File: config.mk
export PLATFORM = sky130hd
export DESIGN_NAME = mem_arbiter_flat
export DESIGN_NICKNAME = d
export VERILOG_FILES = /design/src/rtl/mem_arb_pkg.sv /design/src/rtl/mem_arbiter_if.sv /design/src/rtl/mem_arbiter_arb_rr2.sv /design/src/rtl/mem_arbiter.sv /design/src/flat_wrapper.sv
export SDC_FILE = /design/constraint.sdc
export NUM_CORES = 1
export LEC_CHECK = 0
export BUFFER_PORTS_ARGS = -buffer_cell sky130_fd_sc_hd__clkbuf_2
export CAP_MARGIN = 20
export CORE_AREA = 8 8 201 203
export CTS_CLUSTER_DIAMETER = 40
export DETAILED_ROUTE_END_ITERATION = 16
export DIE_AREA = 0 0 209 211
export PLACE_DENSITY = 0.56
export SLEW_MARGIN = 30
export SYNTH_ARGS = -nofsm -noshare
export SYNTH_HDL_FRONTEND = slang
export SYNTH_HIERARCHICAL = 1
export SYNTH_SLANG_ARGS = --single-unit
File: constraint.sdc
create_clock -name clk -period 2.44 [get_ports clk]
set_input_delay 0.244 -clock clk [delete_from_list [all_inputs] [get_ports clk]]
set_output_delay 0.244 -clock clk [all_outputs]
set_load 0.01 [all_outputs]
File: src/rtl/mem_arb_pkg.sv
// Shared types and default widths for the IFU/LSU memory-port arbiter.
package mem_arb_pkg;

   localparam int ADDR_W_DEF = 64;
   localparam int DATA_W_DEF = 64;

   typedef enum logic [1:0] {IDLE, ISSUE, WAIT, DONE} state_e;
   typedef enum logic {OWN_IFU, OWN_LSU} owner_e;

endpackage

File: src/rtl/mem_arbiter_if.sv
// Requester and memory-side signals of the arbiter; slave = arbiter view, master = environment view.
interface mem_arbiter_if import mem_arb_pkg::*; #(
   parameter int ADDR_W = ADDR_W_DEF,
   parameter int DATA_W = DATA_W_DEF
) ();

   logic                ifu_req_valid;
   logic [ADDR_W-1:0]   ifu_req_addr;
   logic                ifu_req_ready;
   logic                ifu_resp_valid;
   logic [DATA_W-1:0]   ifu_resp_data;

   logic                lsu_req_valid;
   logic [ADDR_W-1:0]   lsu_req_addr;
   logic                lsu_req_wen;
   logic [DATA_W-1:0]   lsu_req_wdata;
   logic [DATA_W/8-1:0] lsu_req_wmask;
   logic                lsu_req_ready;
   logic                lsu_resp_valid;
   logic [DATA_W-1:0]   lsu_resp_data;

   logic                mem_req_valid;
   logic                mem_req_ready;
   logic [ADDR_W-1:0]   mem_addr;
   logic                mem_wen;
   logic [DATA_W-1:0]   mem_wdata;
   logic [DATA_W/8-1:0] mem_wmask;
   logic                mem_resp_valid;
   logic [DATA_W-1:0]   mem_resp_data;

   modport slave (
      input  ifu_req_valid, ifu_req_addr,
      output ifu_req_ready, ifu_resp_valid, ifu_resp_data,
      input  lsu_req_valid, lsu_req_addr, lsu_req_wen, lsu_req_wdata, lsu_req_wmask,
      output lsu_req_ready, lsu_resp_valid, lsu_resp_data,
      output mem_req_valid, mem_addr, mem_wen, mem_wdata, mem_wmask,
      input  mem_req_ready, mem_resp_valid, mem_resp_data
   );

   modport master (
      output ifu_req_valid, ifu_req_addr,
      input  ifu_req_ready, ifu_resp_valid, ifu_resp_data,
      output lsu_req_valid, lsu_req_addr, lsu_req_wen, lsu_req_wdata, lsu_req_wmask,
      input  lsu_req_ready, lsu_resp_valid, lsu_resp_data,
      input  mem_req_valid, mem_addr, mem_wen, mem_wdata, mem_wmask,
      output mem_req_ready, mem_resp_valid, mem_resp_data
   );

endinterface

File: src/rtl/mem_arbiter_arb_rr2.sv
// Two-way round-robin grant; combinational one-hot grant, last-grant flop updated on acceptance.
module arb_rr2 import mem_arb_pkg::*; (
   input  logic       clk,
   input  logic       rst,
   input  logic [1:0] req_i,   // [0] IFU, [1] LSU
   input  logic       upd_i,
   output logic [1:0] gnt_o
);

   owner_e last_q, last_d;

   always_comb begin
      gnt_o = 2'b00;
      case (req_i)
         2'b01:   gnt_o = 2'b01;
         2'b10:   gnt_o = 2'b10;
         2'b11:   gnt_o = (last_q == OWN_IFU) ? 2'b10 : 2'b01;
         default: gnt_o = 2'b00;
      endcase
   end

   assign last_d = gnt_o[1] ? OWN_LSU : OWN_IFU;

   always_ff @(posedge clk) begin
      if (rst) begin
         last_q <= OWN_IFU;
      end else if (upd_i && (gnt_o != 2'b00)) begin
         last_q <= last_d;
      end
   end

endmodule

File: src/rtl/mem_arbiter.sv
// Shares one memory port between IFU and LSU, one transaction in flight, 3-cycle minimum latency.
// Requests stall (ready low) outside IDLE; responses are single-cycle pulses with no backpressure.
module mem_arbiter import mem_arb_pkg::*; #(
   parameter int ADDR_W = ADDR_W_DEF,
   parameter int DATA_W = DATA_W_DEF
) (
   input  logic         clk,
   input  logic         rst,
   mem_arbiter_if.slave bus
);

   localparam int MASK_W = DATA_W / 8;

   state_e              state_q, state_d;
   owner_e              owner_q, owner_d;
   logic [ADDR_W-1:0]   addr_q, addr_d;
   logic                wen_q, wen_d;
   logic [DATA_W-1:0]   wdata_q, wdata_d;
   logic [MASK_W-1:0]   wmask_q, wmask_d;
   logic [DATA_W-1:0]   rdata_q, rdata_d;

   logic [1:0] req, gnt;
   logic       accept;

   // Grant is only non-zero in IDLE, so a grant bit is both ready and transfer.
   assign req    = (state_q == IDLE) ? {bus.lsu_req_valid, bus.ifu_req_valid} : 2'b00;
   assign accept = (gnt != 2'b00);

   arb_rr2 u_arb (
      .clk   (clk),
      .rst   (rst),
      .req_i (req),
      .upd_i (accept),
      .gnt_o (gnt)
   );

   always_ff @(posedge clk) begin
      if (rst) begin
         state_q <= IDLE;
      end else begin
         state_q <= state_d;
      end
   end

   always_comb begin
      state_d = state_q;
      case (state_q)
         IDLE:    if (accept) state_d = ISSUE;
         ISSUE:   if (bus.mem_req_ready) state_d = WAIT;
         WAIT:    if (bus.mem_resp_valid) state_d = DONE;
         DONE:    state_d = IDLE;
         default: state_d = IDLE;
      endcase
   end

   always_comb begin
      owner_d = owner_q;
      addr_d  = addr_q;
      wen_d   = wen_q;
      wdata_d = wdata_q;
      wmask_d = wmask_q;
      rdata_d = rdata_q;
      if (accept) begin
         if (gnt[1]) begin
            owner_d = OWN_LSU;
            addr_d  = bus.lsu_req_addr;
            wen_d   = bus.lsu_req_wen;
            wdata_d = bus.lsu_req_wdata;
            wmask_d = bus.lsu_req_wmask;
         end else begin
            owner_d = OWN_IFU;
            addr_d  = bus.ifu_req_addr;
            wen_d   = 1'b0;
            wdata_d = '0;
            wmask_d = '0;
         end
      end
      if ((state_q == WAIT) && bus.mem_resp_valid) begin
         rdata_d = bus.mem_resp_data;
      end
   end

   always_ff @(posedge clk) begin
      if (rst) begin
         owner_q <= OWN_IFU;
         addr_q  <= '0;
         wen_q   <= 1'b0;
         wdata_q <= '0;
         wmask_q <= '0;
         rdata_q <= '0;
      end else begin
         owner_q <= owner_d;
         addr_q  <= addr_d;
         wen_q   <= wen_d;
         wdata_q <= wdata_d;
         wmask_q <= wmask_d;
         rdata_q <= rdata_d;
      end
   end

   always_comb begin
      bus.ifu_req_ready  = gnt[0];
      bus.lsu_req_ready  = gnt[1];
      bus.mem_req_valid  = 1'b0;
      bus.mem_addr       = '0;
      bus.mem_wen        = 1'b0;
      bus.mem_wdata      = '0;
      bus.mem_wmask      = '0;
      bus.ifu_resp_valid = 1'b0;
      bus.ifu_resp_data  = '0;
      bus.lsu_resp_valid = 1'b0;
      bus.lsu_resp_data  = '0;
      case (state_q)
         ISSUE: begin
            bus.mem_req_valid = 1'b1;
            bus.mem_addr      = addr_q;
            bus.mem_wen       = wen_q;
            bus.mem_wdata     = wdata_q;
            bus.mem_wmask     = wmask_q;
         end
         DONE: begin
            if (owner_q == OWN_LSU) begin
               bus.lsu_resp_valid = 1'b1;
               bus.lsu_resp_data  = rdata_q;
            end else begin
               bus.ifu_resp_valid = 1'b1;
               bus.ifu_resp_data  = rdata_q;
            end
         end
         default: ;
      endcase
   end

endmodule

File: src/flat_wrapper.sv
// flat-port wrapper written by rule: the top's interface ports become plain ports
module mem_arbiter_flat import mem_arb_pkg::*;
#(
   parameter int ADDR_W = ADDR_W_DEF,
   parameter int DATA_W = DATA_W_DEF
)
  (clk, rst, bus_ifu_req_valid, bus_ifu_req_addr, bus_ifu_req_ready, bus_ifu_resp_valid, bus_ifu_resp_data, bus_lsu_req_valid, bus_lsu_req_addr, bus_lsu_req_wen, bus_lsu_req_wdata, bus_lsu_req_wmask, bus_lsu_req_ready, bus_lsu_resp_valid, bus_lsu_resp_data, bus_mem_req_valid, bus_mem_addr, bus_mem_wen, bus_mem_wdata, bus_mem_wmask, bus_mem_req_ready, bus_mem_resp_valid, bus_mem_resp_data);
  mem_arbiter_if #(.ADDR_W(ADDR_W), .DATA_W(DATA_W)) bus_i ();
  input  logic clk;
  input  logic rst;
  input wire logic [$bits(bus_i.ifu_req_valid)-1:0] bus_ifu_req_valid;
  input wire logic [$bits(bus_i.ifu_req_addr)-1:0] bus_ifu_req_addr;
  output wire logic [$bits(bus_i.ifu_req_ready)-1:0] bus_ifu_req_ready;
  output wire logic [$bits(bus_i.ifu_resp_valid)-1:0] bus_ifu_resp_valid;
  output wire logic [$bits(bus_i.ifu_resp_data)-1:0] bus_ifu_resp_data;
  input wire logic [$bits(bus_i.lsu_req_valid)-1:0] bus_lsu_req_valid;
  input wire logic [$bits(bus_i.lsu_req_addr)-1:0] bus_lsu_req_addr;
  input wire logic [$bits(bus_i.lsu_req_wen)-1:0] bus_lsu_req_wen;
  input wire logic [$bits(bus_i.lsu_req_wdata)-1:0] bus_lsu_req_wdata;
  input wire logic [$bits(bus_i.lsu_req_wmask)-1:0] bus_lsu_req_wmask;
  output wire logic [$bits(bus_i.lsu_req_ready)-1:0] bus_lsu_req_ready;
  output wire logic [$bits(bus_i.lsu_resp_valid)-1:0] bus_lsu_resp_valid;
  output wire logic [$bits(bus_i.lsu_resp_data)-1:0] bus_lsu_resp_data;
  output wire logic [$bits(bus_i.mem_req_valid)-1:0] bus_mem_req_valid;
  output wire logic [$bits(bus_i.mem_addr)-1:0] bus_mem_addr;
  output wire logic [$bits(bus_i.mem_wen)-1:0] bus_mem_wen;
  output wire logic [$bits(bus_i.mem_wdata)-1:0] bus_mem_wdata;
  output wire logic [$bits(bus_i.mem_wmask)-1:0] bus_mem_wmask;
  input wire logic [$bits(bus_i.mem_req_ready)-1:0] bus_mem_req_ready;
  input wire logic [$bits(bus_i.mem_resp_valid)-1:0] bus_mem_resp_valid;
  input wire logic [$bits(bus_i.mem_resp_data)-1:0] bus_mem_resp_data;
  assign bus_i.ifu_req_valid = bus_ifu_req_valid;
  assign bus_i.ifu_req_addr = bus_ifu_req_addr;
  assign bus_ifu_req_ready = bus_i.ifu_req_ready;
  assign bus_ifu_resp_valid = bus_i.ifu_resp_valid;
  assign bus_ifu_resp_data = bus_i.ifu_resp_data;
  assign bus_i.lsu_req_valid = bus_lsu_req_valid;
  assign bus_i.lsu_req_addr = bus_lsu_req_addr;
  assign bus_i.lsu_req_wen = bus_lsu_req_wen;
  assign bus_i.lsu_req_wdata = bus_lsu_req_wdata;
  assign bus_i.lsu_req_wmask = bus_lsu_req_wmask;
  assign bus_lsu_req_ready = bus_i.lsu_req_ready;
  assign bus_lsu_resp_valid = bus_i.lsu_resp_valid;
  assign bus_lsu_resp_data = bus_i.lsu_resp_data;
  assign bus_mem_req_valid = bus_i.mem_req_valid;
  assign bus_mem_addr = bus_i.mem_addr;
  assign bus_mem_wen = bus_i.mem_wen;
  assign bus_mem_wdata = bus_i.mem_wdata;
  assign bus_mem_wmask = bus_i.mem_wmask;
  assign bus_i.mem_req_ready = bus_mem_req_ready;
  assign bus_i.mem_resp_valid = bus_mem_resp_valid;
  assign bus_i.mem_resp_data = bus_mem_resp_data;
  mem_arbiter #(.ADDR_W(ADDR_W), .DATA_W(DATA_W)) u_core (.clk(clk), .rst(rst), .bus(bus_i));
endmodule
==> results of run 1 <==
## area by class of cell
type / instances / area (sq um)
Tap cell: 474 / 593
Inverter: 6 / 22.5
Timing Repair Buffer: 774 / 5250
Clock buffer: 50 / 1110
Antenna cell: 5 / 12.5
Fill cell: 3610 / 20000
Sequential cell: 205 / 4110
Clock inverter: 20 / 258
Multi-Input combinational cell: 893 / 5750
## stage by stage
step                area, sq um  setup slack, ns  instances  power [W]   util
floorplan                 10400            0.180       1216    0.00745      -
global placement          13700            0.214       2151    0.00901  0.369
detailed placement        13700            0.154       2151    0.00913  0.369
CTS                       17000           0.0132       2420     0.0151  0.459
global route              17100          0.00184       2427     0.0159  0.461
finish                    17100            0.124       2427     0.0150  0.461
## cells by family (layout without fill, tap and decap cells)
logic type | count (synthesis) | after routing | synth area share
and+or+nand+nor | 615 | 615 | 0.339
AOI/OAI and AO/OA | 145 | 145 | 0.0720
muxes | 129 | 129 | 0.132
other | 0 | 5 | 0
buffers and inverters | 118 | 850 | 0.0577
adders and majority gates | 4 | 4 | 0.00481
DFF | 205 | 205 | 0.394
## what timing repair did
item	in CTS	in global routing
endpoints found under the setup margin	1	95
setup buffers	4	1
hold endpoints to repair	195	0
gates resized for setup	0	4
hold buffers	195	0
pin swaps	0	1
cloned	0	1
## per-layer routing
metal,GRT usage,routed length (um)
met5,0,13
met4,0.0666,1290
met3,0.0631,3500
met2,0.335,21700
met1,0.203,16500
## worst max-delay path by stage
stage / cells after the start / end / startpoint
floorplan: 9 / u_core/addr_q[51] / u_core/state_q[0]
global placement: 9 / u_core/addr_q[38] / u_core/state_q[0]
detailed placement: 9 / u_core/addr_q[39] / u_core/state_q[0]
CTS: 5 / bus_ifu_resp_data[27] / u_core/state_q[0]
global route: 5 / bus_mem_addr[63] / u_core/state_q[1]
finish: 10 / u_core/addr_q[35] / u_core/state_q[1]
## critical path, delay by kind of cell, from the launching register on
family | cells | cell delay (ns)
AOI/OAI and AO/OA | 1 | 0.24
adders and majority gates | 1 | 0.19
buffers and inverters | 4 | 0.61
DFF | 1 | 0.33
muxes | 2 | 0.53
and+or+nand+nor | 2 | 0.28
## cell usage in the layout, fill, tap and decap left out, types with 2 or more instances in the layout
master and count:
clkbuf_2 539, dfxtp_1 204, and2_1 203, dlygate4sd3_1 195, nor2_1 138, a21oi_1 138, nand2_1 128, mux2i_1 65
and3_1 64, nor3b_2 52, clkbuf_16 42, mux2_1 40, mux2_2 24, buf_12 22, nor3b_1 21, buf_4 14
clkinv_2 6, diode_2 5, clkbuf_8 5, bufinv_16 5, inv_1 5, clkbuf_1 4, clkinv_4 3, clkinvlp_4 3
buf_6 3, nand2b_1 3, ha_1 3, inv_6 2, and2_2 2, a21boi_4 2
## flip-flops by register name, summed over array words and instances, names as in the netlist
| name | flops |
|---|---|
| u_core/addr_q | 64 |
| u_core/wdata_q | 64 |
| u_core/state_q | 2 |
| u_core/u_arb/last_q | 1 |
| u_core/wen_q | 1 |
| u_core/owner_q | 1 |
| u_core/rdata_q | 64 |
| u_core/wmask_q | 8 |
## power groups by stage
stage / Sequential [W] / Clock, W / Combinational, W
finish: 0.00419 / 0.00559 / 0.00526
floorplan: 0.00412 / 0 / 0.00333
CTS: 0.00418 / 0.00573 / 0.00522
global route: 0.00425 / 0.00588 / 0.00574
detailed placement: 0.00424 / 0 / 0.00488
global placement: 0.00421 / 0 / 0.00480
==> results_dict.tcl, run 1 <==
set metrics [dict create \
    cp-start-kind "flop" \
    coreArea_sq_mm 0.0371 \
    die_y_um 211 \
    clk_latency_ns 0.51 \
    r2r_slack_ns 0.12 \
    fmax_mhz 432 \
    combPwrFrac 0.350 \
    p_int_w 0.0101 \
    start_util 0.280 \
    yosysWarnings 6 \
    clock_power_share 0.372 \
    synth_top_cell_by_area "dfxtp_1" \
    worstMarginPinSlew_ns 0.505 \
    synth-seq-cells 205 \
    final_max_slew_viol_count 0 \
    hold_violations 0 \
    die_area_sq_mm 0.0441 \
    grt_max_degree 67 \
    status "complete, no violations" \
    r2r_cells 10 \
    rsz0062_at_grt "no" \
    viasPerCell 4.56 \
    cts_buffers 38 \
    syn_inst 1216 \
    ir_worst_vdd_mv 0.605 \
    grt.overflow.total 0 \
    syn-num-nets 1491 \
    slew_headroom 0.663 \
    cp_max_fo 14 \
    yosys-top-cells-area "dfxtp_1, and2_1, a21oi_1" \
    clkSlewWorstSetupHoldPaths_ns 0.05 \
    arrival_ns 2.70 \
    synth_edf_count 0 \
    syn_to_final_growth_pct 64.3 \
    die_x_um 209 \
    routabilityCongestion 0.818 \
    synth.distinct_cells 30 \
    io_pins 541 \
    hpwlAfterDp_mm 31.1 \
    synth_top_area_frac 0.394 \
    finalCriticalPeriod_ns 2.32 \
    tns_ns 0 \
    synth_seq_area_share 0.394 \
    yosys-top-cells-count "and2_1, dfxtp_1, a21oi_1, nor2_1, nand2_1" \
    num_vias 11100 \
    leakagePower_nw 8.23 \
    htree_levels 2 \
    cts.sinks 205 \
    p_switching_w 0.00495 \
    cts_root_buffer "clkbuf_16" \
    skew_ns 0.0156 \
    holdPathStages 3 \
    yosys_most_used_dff "dfxtp_1" \
    seqPwrFrac 0.279 \
    critPathMaxStageDelay_ns 0.34 \
    gr-usage-all-layers 0.186 \
    totalWireLength_mm 43.0 \
    syn-cell-area_sq_mm 0.0104 \
    clockBufferDepth 3 \
    drt_iter0_markers 499 \
    critPathRequiredTime_ns 2.83 \
    endpoint_kind "flop" \
    r2r_end "u_core/addr_q[35]" \
    wl_per_cell_um 17.7 \
    path_cells "inv_1 -> ha_1 -> and2_2 -> a21boi_4 -> buf_12 -> buf_4 -> buf_12 -> mux2_2 -> mux2i_1 -> nor2_1" \
    row_count 71 \
    finalHoldWorstSlack_ns 0.0165 \
    first_global_vias 11700 \
    avgSynthCellArea_sq_um 8.56 \
    hold_end "u_core/rdata_q[31]" \
    path_class "reg2reg" \
    setup_viol 0 \
    drtPass1Iterations 4 \
    cts_tree "done" \
    async_flop_share 0 \
    period_share 0.949 \
    slowest_stage "mux2_2" \
    crit_top_cell "buf_12" \
    hold_path_startpoint "bus_mem_resp_data[31]" \
    power_density_mw_per_mm2 879 \
    r2r_start "u_core/state_q[1]" \
    switching_share 0.329 \
    antenna_found_initial 7 \
    drt.antenna.violating_nets 0 \
    timing.max_cap.violations 0 \
    nets 2193 \
    grt_pass1_wl_mm 66.6 \
    numPortBuffers 540 \
    hold_class "in2reg" \
    drive_gt1_frac 0.375 \
    drcViolationCount 0 \
]
Power figures use the tool's default switching activity.
==> run 2: changes to the inputs <==
- CORE_AREA: 8 8 201 203 -> 8 8 206 208
- DIE_AREA: 0 0 209 211 -> 0 0 214 216
- PLACE_DENSITY: 0.56 -> 0.54
==> run 2 against run 1 <==
Via count hardly changed. Total power up 0.34%. Combinational power fell by 2%. First-iteration DRC count down 6.6%. Register-to-register slack worse by 0.05 ns. Final cell count up 2.4%.
==> results_dict.tcl, run 2 (same netlist as run 1, synthesis figures left out) <==
set metrics [dict create \
    p_switching_w 0.00498 \
    hold_path_startpoint "bus_lsu_req_addr[26]" \
    slew_headroom 0.614 \
    design_area_sq_mm 0.0172 \
    hold_violations 0 \
    viasPerCell 4.46 \
    most-common-layout-cells "clkbuf_2, dlygate4sd3_1, and2_1, dfxtp_1" \
    first_global_vias 11900 \
    drtPass1Iterations 5 \
    clk_latency_ns 0.53 \
    cp-start-kind "flop" \
    grt.overflow.total 0 \
    grt_max_degree 91 \
    cp-startpoint "u_core/state_q[1]" \
    rsz0062_at_grt "no" \
    finalHoldWorstSlack_ns 0.0377 \
    critPathRequiredTime_ns 2.83 \
    cts_tree "done" \
    totalWireLength_mm 42.9 \
    leakagePower_nw 8.30 \
    routabilityCongestion 0.774 \
    hpwlAfterDp_mm 30.0 \
    die_area_sq_mm 0.0462 \
    setup_ws_ns 0.0762 \
    ir_worst_vdd_mv 0.588 \
    nets 2204 \
    fillCellCount 3852 \
    p_int_w 0.0101 \
    pre_cts_slack_ns 0.133 \
    slowest_stage "mux2_1" \
    coreArea_sq_mm 0.0392 \
    finalCriticalPeriod_ns 2.36 \
    antenna_found_initial 2 \
    skew_ns 0.0137 \
    regArea_sq_mm 0.00411 \
    combPwrFrac 0.342 \
    period_share 0.969 \
    path_cells "inv_1 -> ha_1 -> and2_1 -> a21boi_4 -> buf_4 -> buf_16 -> mux2_1 -> mux2i_1 -> nor2_1" \
    final_util 0.440 \
    io_pins 541 \
    syn_to_final_growth_pct 65.6 \
    start_util 0.266 \
    endpoint_kind "flop" \
    r2r_start "u_core/state_q[1]" \
    clockBufferDepth 3 \
    timing.max_cap.violations 0 \
    row_count 73 \
    die_x_um 214 \
    layout_commonest_cell "clkbuf_2" \
    switching_share 0.330 \
    htree_levels 2 \
    path_class "reg2reg" \
    largestRegisters "u_core/addr_q: 64 flops, u_core/rdata_q: 64 flops, u_core/wdata_q: 64 flops" \
    cts_buffers 39 \
    tns_ns 0 \
    cp_max_fo 53 \
    drcViolationCount 0 \
    drt.antenna.violating_nets 0 \
    grt_pass1_wl_mm 65.9 \
    final_max_slew_viol_count 0 \
    power_density_mw_per_mm2 876 \
    status "complete, no violations" \
    clock_power_share 0.381 \
    seqPwrFrac 0.277 \
    gr-usage-all-layers 0.175 \
    num_vias 11100 \
    worstMarginPinSlew_ns 0.579 \
    multi_input_area_sq_mm 0.00575 \
    die_y_um 216 \
    cts.sinks 205 \
    arrival_ns 2.75 \
    numPortBuffers 540 \
    post_dp_cell_area_sq_mm 0.0136 \
    setup_viol 0 \
    fmax_mhz 423 \
    clkSlewWorstSetupHoldPaths_ns 0.05 \
    wl_per_cell_um 17.2 \
    hold_class "in2reg" \
    drt_iter0_markers 466 \
    critPathMaxStageDelay_ns 0.39 \
    cts_root_buffer "clkbuf_16" \
    drive_gt1_frac 0.374 \
]
-- run 2: worst paths after layout --
kind                                            to  slack [ns]  cells after the start
worst min register to register  u_core/rdata_q[16]        0.46                      2
worst max-delay path             u_core/addr_q[17]        0.08                      9
worst max register to register   u_core/addr_q[17]        0.08                      9
worst min-delay path             u_core/addr_q[26]        0.04                      3
-- run 2: repair_timing --
| action | in CTS | in global routing |
|---|---|---|
| gates cloned | 2 | 1 |
| endpoints found under the hold margin | 198 | 0 |
| buffers inserted | 4 | 2 |
| endpoints found under the setup margin | 20 | 88 |
| pin swaps | 2 | 0 |
| resized for setup | 0 | 3 |
| hold buffers | 207 | 0 |
-- run 2: per-stage QoR --
| stage | total power, W | cells |
|---|---|---|
| floorplan | 0.00745 | 1216 |
| CTS | 0.0152 | 2481 |
| global placement | 0.00876 | 2198 |
| global route | 0.0159 | 2485 |
| detailed placement | 0.00886 | 2198 |
| finish | 0.0151 | 2486 |
-- run 2: power groups by stage --
| stage | Sequential, W | Clock, W | Combinational (W) |
|---|---|---|---|
| 2_1_floorplan | 0.00412 | 0 | 0.00333 |
| 3_3_place_gp | 0.00422 | 0 | 0.00454 |
| 3_5_place_dp | 0.00424 | 0 | 0.00462 |
| 4_1_cts | 0.00418 | 0.00590 | 0.00513 |
| 5_1_grt | 0.00425 | 0.00603 | 0.00563 |
| 6_report | 0.00419 | 0.00575 | 0.00516 |
-- run 2: layout make-up --
type,instances,share of cell area
clock buffer,46,0.0629
tap,525,0.0381
sequential,205,0.238
clock inverter,25,0.0190
timing repair buffer,784,0.307
inverter,6,0.00131
multi-input combinational,893,0.334
antenna,2,0.000290
-- run 2: worst max-delay path: cells and delay by family, from the launching register on --
kind,cells,cell delay (ns)
multiplexers,2,0.59
buffers and inverters,3,0.51
flip-flops,1,0.33
AND/OR/NAND/NOR,2,0.32
AO/OA/AOI/OAI,1,0.21
adder cells (fa/ha/maj),1,0.20
-- run 2: per-layer routing --
layer,part of all wire,GRT usage,wire length (um),up-vias
li1,-,-,-,5441
met1,0.39,0.185,16800,5126
met2,0.50,0.315,21500,442
met3,0.080,0.0601,3440,67
met4,0.028,0.0713,1190,0
met5,0,0,0,-
